File: src/rtl/block_memory_retrieval.sv
// Read-side retrieval stage: looks up an SSID in the hits-new, hits-count and hit-info
// memories and streams the stored hit words out oldest first under valid/ready flow control.
module block_memory_retrieval #(
   parameter int SSIDBITS         = 12,
   parameter int COLINDEXBITS_HNM = 5,
   parameter int ROWINDEXBITS_HNM = 7,
   parameter int NCOLS_HCM        = 16,
   parameter int ROWINDEXBITS_HIM = 9,
   parameter int HITINFOBITS      = 8,
   parameter int MAXHITNBITS      = 4,
   parameter int MAXHITS          = 8,
   parameter int READLATENCY      = 1
) (
   input  logic                              clock,
   input  logic                              resetN,
   input  logic                              readMode,
   input  logic                              queryValid,
   output logic                              queryReady,
   input  logic [SSIDBITS-1:0]               querySSID,
   output logic [ROWINDEXBITS_HNM-1:0]       addrHNM,
   input  logic [(2**COLINDEXBITS_HNM)-1:0]  dataHNM,
   output logic [SSIDBITS-1:0]               addrHCM,
   input  logic [NCOLS_HCM-1:0]              dataHCM,
   output logic [ROWINDEXBITS_HIM-1:0]       addrHIM,
   input  logic [MAXHITS*HITINFOBITS-1:0]    dataHIM,
   output logic                              hitValid,
   input  logic                              hitReady,
   output logic [HITINFOBITS-1:0]            hitInfo,
   output logic                              hitLast,
   output logic                              queryDone,
   output logic [MAXHITNBITS-1:0]            hitCount,
   output logic                              countError,
   output logic                              queryAbort
);

   localparam int                     IDXBITS = $clog2(MAXHITS);
   localparam logic [1:0]             LAT     = 2'(READLATENCY);
   localparam logic [MAXHITNBITS-1:0] MAXN    = MAXHITNBITS'(MAXHITS);

   typedef enum logic [2:0] {
      S_IDLE,
      S_WAIT_HNM,
      S_WAIT_HCM,
      S_WAIT_HIM,
      S_EMIT,
      S_DONE
   } state_t;

   state_t                          r_state;
   logic [1:0]                      r_wait;
   logic [COLINDEXBITS_HNM-1:0]     r_col;
   logic                            r_miss;
   logic [MAXHITNBITS-1:0]          r_count;
   logic                            r_clamp;
   logic [MAXHITS*HITINFOBITS-1:0]  r_row;
   logic [IDXBITS-1:0]              r_idx;
   logic                            r_ready;

   logic                            w_accept;
   logic                            w_waitDone;
   logic                            w_hnmBit;
   logic [MAXHITNBITS-1:0]          w_hcmCount;
   logic [ROWINDEXBITS_HIM-1:0]     w_hcmAddr;
   logic                            w_xfer;
   logic                            w_unusedHcm;
   logic [HITINFOBITS-1:0]          w_slots [MAXHITS];

   assign queryReady  = r_ready & readMode;
   assign w_accept    = queryValid & queryReady;
   assign w_waitDone  = (r_wait == LAT);
   assign w_hnmBit    = dataHNM[r_col];
   assign w_hcmCount  = dataHCM[MAXHITNBITS-1:0];
   assign w_hcmAddr   = dataHCM[NCOLS_HCM-1 -: ROWINDEXBITS_HIM];
   assign w_xfer      = hitValid & hitReady;
   assign w_unusedHcm = ^dataHCM;

   // Slot 0 holds the newest hit, so emission walks the slot index downward.
   for (genvar g = 0; g < MAXHITS; g++) begin : gSlot
      assign w_slots[g] = r_row[g*HITINFOBITS +: HITINFOBITS];
   end

   assign hitInfo = hitValid ? w_slots[r_idx] : '0;
   assign hitLast = hitValid & (r_idx == '0);

   always_ff @(posedge clock or negedge resetN) begin
      if (!resetN) begin
         r_state    <= S_IDLE;
         r_wait     <= '0;
         r_col      <= '0;
         r_miss     <= 1'b0;
         r_count    <= '0;
         r_clamp    <= 1'b0;
         r_row      <= '0;
         r_idx      <= '0;
         r_ready    <= 1'b0;
         addrHNM    <= '0;
         addrHCM    <= '0;
         addrHIM    <= '0;
         hitValid   <= 1'b0;
         queryDone  <= 1'b0;
         hitCount   <= '0;
         countError <= 1'b0;
         queryAbort <= 1'b0;
      end else begin
         queryDone  <= 1'b0;
         countError <= 1'b0;
         queryAbort <= 1'b0;
         if (r_state != S_IDLE && !readMode) begin
            r_state    <= S_IDLE;
            r_ready    <= 1'b1;
            hitValid   <= 1'b0;
            queryAbort <= 1'b1;
         end else begin
            case (r_state)
               S_IDLE: begin
                  r_ready <= 1'b1;
                  if (w_accept) begin
                     r_col   <= querySSID[COLINDEXBITS_HNM-1:0];
                     addrHNM <= querySSID[SSIDBITS-1:COLINDEXBITS_HNM];
                     addrHCM <= querySSID;
                     r_wait  <= '0;
                     r_miss  <= 1'b0;
                     r_clamp <= 1'b0;
                     r_ready <= 1'b0;
                     r_state <= S_WAIT_HNM;
                  end
               end
               // A miss still walks the HCM wait so every query ends on a fixed cadence.
               S_WAIT_HNM: begin
                  if (w_waitDone) begin
                     r_wait  <= '0;
                     r_miss  <= ~w_hnmBit;
                     r_state <= S_WAIT_HCM;
                  end else begin
                     r_wait <= r_wait + 1'b1;
                  end
               end
               S_WAIT_HCM: begin
                  if (w_waitDone) begin
                     r_wait <= '0;
                     if (r_miss || w_hcmCount == '0) begin
                        r_count   <= '0;
                        hitCount  <= '0;
                        queryDone <= 1'b1;
                        r_state   <= S_DONE;
                     end else begin
                        addrHIM <= w_hcmAddr;
                        r_state <= S_WAIT_HIM;
                        if (w_hcmCount > MAXN) begin
                           r_count <= MAXN;
                           r_clamp <= 1'b1;
                        end else begin
                           r_count <= w_hcmCount;
                        end
                     end
                  end else begin
                     r_wait <= r_wait + 1'b1;
                  end
               end
               S_WAIT_HIM: begin
                  if (w_waitDone) begin
                     r_wait   <= '0;
                     r_row    <= dataHIM;
                     r_idx    <= IDXBITS'(r_count - 1'b1);
                     hitValid <= 1'b1;
                     r_state  <= S_EMIT;
                  end else begin
                     r_wait <= r_wait + 1'b1;
                  end
               end
               S_EMIT: begin
                  if (w_xfer) begin
                     if (r_idx == '0) begin
                        hitValid   <= 1'b0;
                        queryDone  <= 1'b1;
                        hitCount   <= r_count;
                        countError <= r_clamp;
                        r_state    <= S_DONE;
                     end else begin
                        r_idx <= r_idx - 1'b1;
                     end
                  end
               end
               S_DONE: begin
                  r_ready <= 1'b1;
                  r_state <= S_IDLE;
               end
               default: begin
                  r_state <= S_IDLE;
               end
            endcase
         end
      end
   end

endmodule
File: config.mk
export PLATFORM = sky130hd
export DESIGN_NAME = block_memory_retrieval
export DESIGN_NICKNAME = d
export VERILOG_FILES = /design/src/rtl/block_memory_retrieval.sv
export SDC_FILE = /design/constraint.sdc
export NUM_CORES = 1
export LEC_CHECK = 0
export BUFFER_PORTS_ARGS = -buffer_cell sky130_fd_sc_hd__buf_2
export CAP_MARGIN = 20
export CORE_UTILIZATION = 50
export CTS_CLUSTER_DIAMETER = 80
export DETAILED_ROUTE_END_ITERATION = 8
export GPL_TIMING_DRIVEN = 0
export PLACE_DENSITY = 0.79
export SYNTH_ARGS = -nofsm -noshare
export SYNTH_HDL_FRONTEND = slang
export SYNTH_SLANG_ARGS = --single-unit
File: constraint.sdc
create_clock -name clock -period 2.6 [get_ports clock]
set_clock_uncertainty 0.1 [all_clocks]
set_input_delay 0.52 -clock clock [delete_from_list [all_inputs] [get_ports clock]]
set_output_delay 0.52 -clock clock [all_outputs]
set_load 0.02 [all_outputs]
# Yosys cells after proc, flatten, opt, wreduce, memory -nomap -nowiden
# Index checks and enable logic that the tools add are counted.
dict set report word_totals {
  elab_cells 134
  regBits 120
  output_inout_bits 46
  in_bits 129
}
dict set report op_classes {
  bitwise_logic 8
  n_lt_le_gt_ge 3
  mux 55
  reduce_logical 26
  addsub 3
  eq_ne 22
}
# operator count
set ops {}
lappend ops {{2-to-1 mux 3 bit} 11}
lappend ops {{binary-select mux 8 bit (select 3 bit)} 1}
lappend ops {{2-to-1 mux 4 bit} 6}
lappend ops {{2-to-1 mux 8 bit} 3}
lappend ops {{2-to-1 mux 1 bit} 22}
lappend ops {{inequality test 2 bit, second input constant} 10}
lappend ops {{inequality test 3 bit, second input constant} 6}
lappend ops {{AND reduction 6 bit} 3}
lappend ops {{case mux 3 bit (5 select lines)} 1}
lappend ops {{AND reduction 3 bit} 4}
lappend ops {{AND reduction 4 bit} 3}
lappend ops {{case mux 1 bit (2 select lines)} 5}
lappend ops {{nonzero test 2 bit} 5}
lappend ops {{nonzero test 3 bit} 3}
lappend ops {{case mux 4 bit (2 select lines)} 1}
lappend ops {{equality test 3 x 2 -> 1 bit, second input constant} 2}
lappend ops {{equality test 3 bit, second input constant} 2}
lappend ops {{logical NOT 3 bit} 2}
lappend ops {{less-than comparator 5 x 6 -> 1 bit, second input constant} 1}
lappend ops {{case mux 3 bit (2 select lines)} 1}
lappend ops {{subtractor 3 x 1 -> 3 bit, second input constant} 2}
lappend ops {{binary-select mux 1 bit (select 5 bit)} 1}
lappend ops {{AND reduction 5 bit} 1}
lappend ops {{bitwise AND 1 bit} 4}
lappend ops {{other kinds (14)} 17}

# Longest topological paths before layout
dict set report logic_depth {
  ltp_word 6
  depth_mapped 8
  ltp_nobuf 6
}

# Least setup slack after synthesis
# Ideal clock, no wire load.
dict set report synth_timing {
  path_type {register to output}
  startpoint {register r_idx[0]}
  endpoint {output hitInfo[0]}
  slack_ns 0.439
  path_buffers 2
  arrival_ns 1.541
  required_ns 1.980
  stages_incl_launch_ff 6
  cell_sequence {dfrtp_1 buf_2 buf_4 mux4_2 nand2_1 a21oi_1}
}
dict set report synth_via {
  elab_chain_len 5
}
# item line
set synth_rtl {}
lappend synth_rtl {{start: declaration} 56} ;# logic [IDXBITS-1:0] r_idx;
lappend synth_rtl {{start signal: assignment} 164} ;# r_idx <= IDXBITS'(r_count - 1'b1);
lappend synth_rtl {{start signal: assignment} 180} ;# r_idx <= r_idx - 1'b1;
lappend synth_rtl {{inverter 3 -> 4 bit (implied by the code)} 82} ;# assign hitInfo = hitValid ? w_slots[r_idx] : '0;
lappend synth_rtl {{binary-select mux 8 bit (select 3 bit)} 82}
lappend synth_rtl {{2-to-1 mux 8 bit (implied by the code) (2 in series)} 82}
lappend synth_rtl {{2-to-1 mux 8 bit} 82}
lappend synth_rtl {{end: declaration} 28} ;# output logic [HITINFOBITS-1:0] hitInfo,
# Every way passes these cells. The select of a mux whose other input is x is not followed.

# Worst setup path in the final report
dict set report layout_timing {
  startpoint {register r_idx[0]}
  endpoint {output hitInfo[7]}
}
# Same word-level chain as after synthesis.

==> results.md <==
- Pre-CTS WS: 0.0930 ns
- Sequential fraction of design power: 0.405
- Number of synthesized flops with an enable pin: 0
- Cts hold-fix bufs: 0
- Worst VDD drop: 0.000650 V
- Pre-Repair DR Iteration Count: 4
- Arr. time, crit path: 1.89 ns
- Crit path top cell by count: buf_12
- Synth top area cells: dfrtp_1, mux2_2, mux4_2
- Clk slew on worst S/H paths: 0.10 ns
- Buf/Inv on CP: 3
- P_leak: 3.30 nW
- Rows: 37
- Mean Syn Cell Area: 13.7 um^2
- Sw power: 2.26 mW
- TritonCTS clock tree: yes
- Fillers: 823
- Critical path cell sequence: buf_12 > buf_12 > mux4_2 > nand2_1 > a21oi_1 > buf_2
- Bufs on Longest Clock Path: 2
- Sw Share: 0.358
- Reg-to-reg startpoint: r_state[2]
- DRT antenna net count: 0
- Clock Power Share: 0.167
- #FFs+latches synth: 108
- Main synth FF type: dfrtp_1
- Final wirelength: 12,200 um
- Sequential-to-total area share from yosys stat: 0.503
- Pin count of the biggest net entering global routing: 74
- Synth Net Count: 521
- Root Driver: clkbuf_8
- Post-synth cell types: 57
- Most frequent cells after synthesis: dfrtp_1, mux2_2, nand2_1
- Die span in x: 106 um
- Slowest CP cell: mux4_2
- Grt total ovfl: 0
- YS warnings: 0
- Detailed-placement wirelength estimate: 9220 um
- Global-route wire length before repair: 20,100 um
- Synth Cell Area: 5370 um^2
- Synth Instances: 391
- Post-layout util: 0.646
- Fmax: 398 MHz
- Ant diodes: 0
- Initial core utilization: 0.518
- PwrDens: 945 nW/um^2
- Num Clock Sinks: 108
- Core ar.: 10,400 um^2
- DR iter-0 viols: 206
- Async set or reset register ratio after synthesis: 1.00
- Antenna violations before repair: 0
- Syn-to-layout area delta: 24.6%
- P_int: 4.06 mW
- Final Critical Period: 2.51 ns
- Fin nets: 706
- DR vias: 3,845
- Slew HR: 0.673
- Clock Latency Late Sink: 0.37 ns
- Worst-Margin Slew: 0.490 ns
- Maxcap violations: 0
- Area share of the largest cell type after synthesis: 0.503
- Final setup fails: 0
- WP data required: 1.98 ns
- Status: completed
- Final Cycle Share: 0.965
- Crit end category: output port
- CTS Buf Count: 9
- Routed len/inst: 17.0 um
- Final max-slew violation count: 0
- Layout cells sized above 1: 0.573
- Boundary Pins: 175
- Setup crit start kind: flop
- Critical path startpoint: r_idx[0]
- Die area: 11,200 um^2
- CP peak stage delay: 0.53 ns
- DR DRC count: 0
- Crit path max fanout: 10
- Routability cong.: 0.847
- Area leader, netlist: dfrtp_1
- Hold WC Path Type: in2async
- Final Power: 6.32 mW
- CP top delay family: multiplexers
- Vias in the first global route: 4,090
- Final Worst Setup Slack: 0.0902 ns
- Combinational power share: 0.428
- GRT Util Overall: 0.233
- Setup CP Type: reg2out
- CTS H-tree lvls: 3
- I/O Buffers: 171
- RSZ-0062 raised after global routing: false
- DR vias/cell: 5.36
- Leading cell type by number of instances after synthesis: dfrtp_1
- Final Hold Viols: 0
- Die Height: 106 um
## layer usage
| metal | vias up | GRT usage | part of all wire |
|---|---|---|---|
| li1 | 1794 | - | - |
| met1 | 1901 | 0.301 | 0.43 |
| met2 | 127 | 0.389 | 0.50 |
| met3 | 23 | 0.0408 | 0.047 |
| met4 | 0 | 0.0942 | 0.023 |
| met5 | - | 0 | 0 |
## power by group through the flow
stage	logic [mW]	registers [mW]	clock network [mW]
after floorplan	1.66	2.75	0
after global placement	2.52	2.55	0
after detailed placement	2.60	2.58	0
after CTS	2.68	2.56	1.08
after global routing	2.91	2.63	1.15
final	2.71	2.56	1.06
## repair_timing
action,CTS,global route
buffers inserted,0,2
setup endpoints to repair,8,8
resized for setup,10,2
## cell type report
cell class | count | area, um^2 | area share
Inverter | 8 | 30.0 | 0.00449
Sequential cell | 108 | 2700 | 0.404
Clock buffer | 12 | 145 | 0.0217
Clock inverter | 4 | 55.1 | 0.00822
Buffer | 27 | 248 | 0.0370
Tap cell | 136 | 170 | 0.0254
Multi-Input combinational cell | 248 | 2430 | 0.363
Timing Repair Buffer | 174 | 913 | 0.136
## through the flow
stage          instances  TNS (ns)  hold WS [ns]  area (um^2)
2_1_floorplan        391         0         0.124         5370
3_3_place_gp         698    -29.03         0.369         6400
3_5_place_dp         699         0         0.380         6430
4_1_cts              715         0        0.0150         6670
5_1_grt              717         0        0.0286         6700
6_report             717         0       0.00141         6700
## cell usage in the layout (no fill, tap or decap), types with 4 or more instances in the layout
cell type and count:
buf_4 12, buf_2 172, clkbuf_8 11, nand3_1 5, nor2_1 8, nand2_1 36
o21ai_0 6, a21oi_1 13, nand2b_1 5, dfrtp_1 108, mux2_1 6, mux2_2 80
buf_6 8, inv_1 6, clkbuf_1 4, mux4_2 22, mux2i_1 14
## cells by family (layout without fill, tap and decap cells)
| family | after synthesis | in the layout | synth area share |
|---|---|---|---|
| AOI/OAI and AO/OA | 44 | 44 | 0.0648 |
| adders and majority gates | 1 | 1 | 0.00233 |
| xor gates and xnor gates | 1 | 1 | 0.00163 |
| muxes | 123 | 123 | 0.301 |
| DFF | 108 | 108 | 0.503 |
| buffers and inverters | 35 | 225 | 0.0443 |
| and+or+nand+nor | 79 | 79 | 0.0825 |
## registers in the layout, summed over array words and instances (netlist names)
signal,flops
hitCount,4
r_state,3
r_miss,1
r_ready,1
addrHNM,7
addrHIM,9
r_row,64
queryAbort,1
r_count,4
r_wait,2
r_idx,3
countError,1
addrHCM,5
queryDone,1
hitValid,1
r_clamp,1
## final timing paths
check	end	slack, ns	depth (start not counted)
setup / recovery	hitInfo[7]	0.09	6
hold / removal	addrHCM[0]	0.001	1
setup reg to reg	r_idx[2]	0.60	8
hold reg to reg	r_row[12]	0.40	1
max in group asynchronous	r_row[50]	1.67	2
min in group clock	r_row[12]	0.26	2
Power figures use the tool's default switching activity.
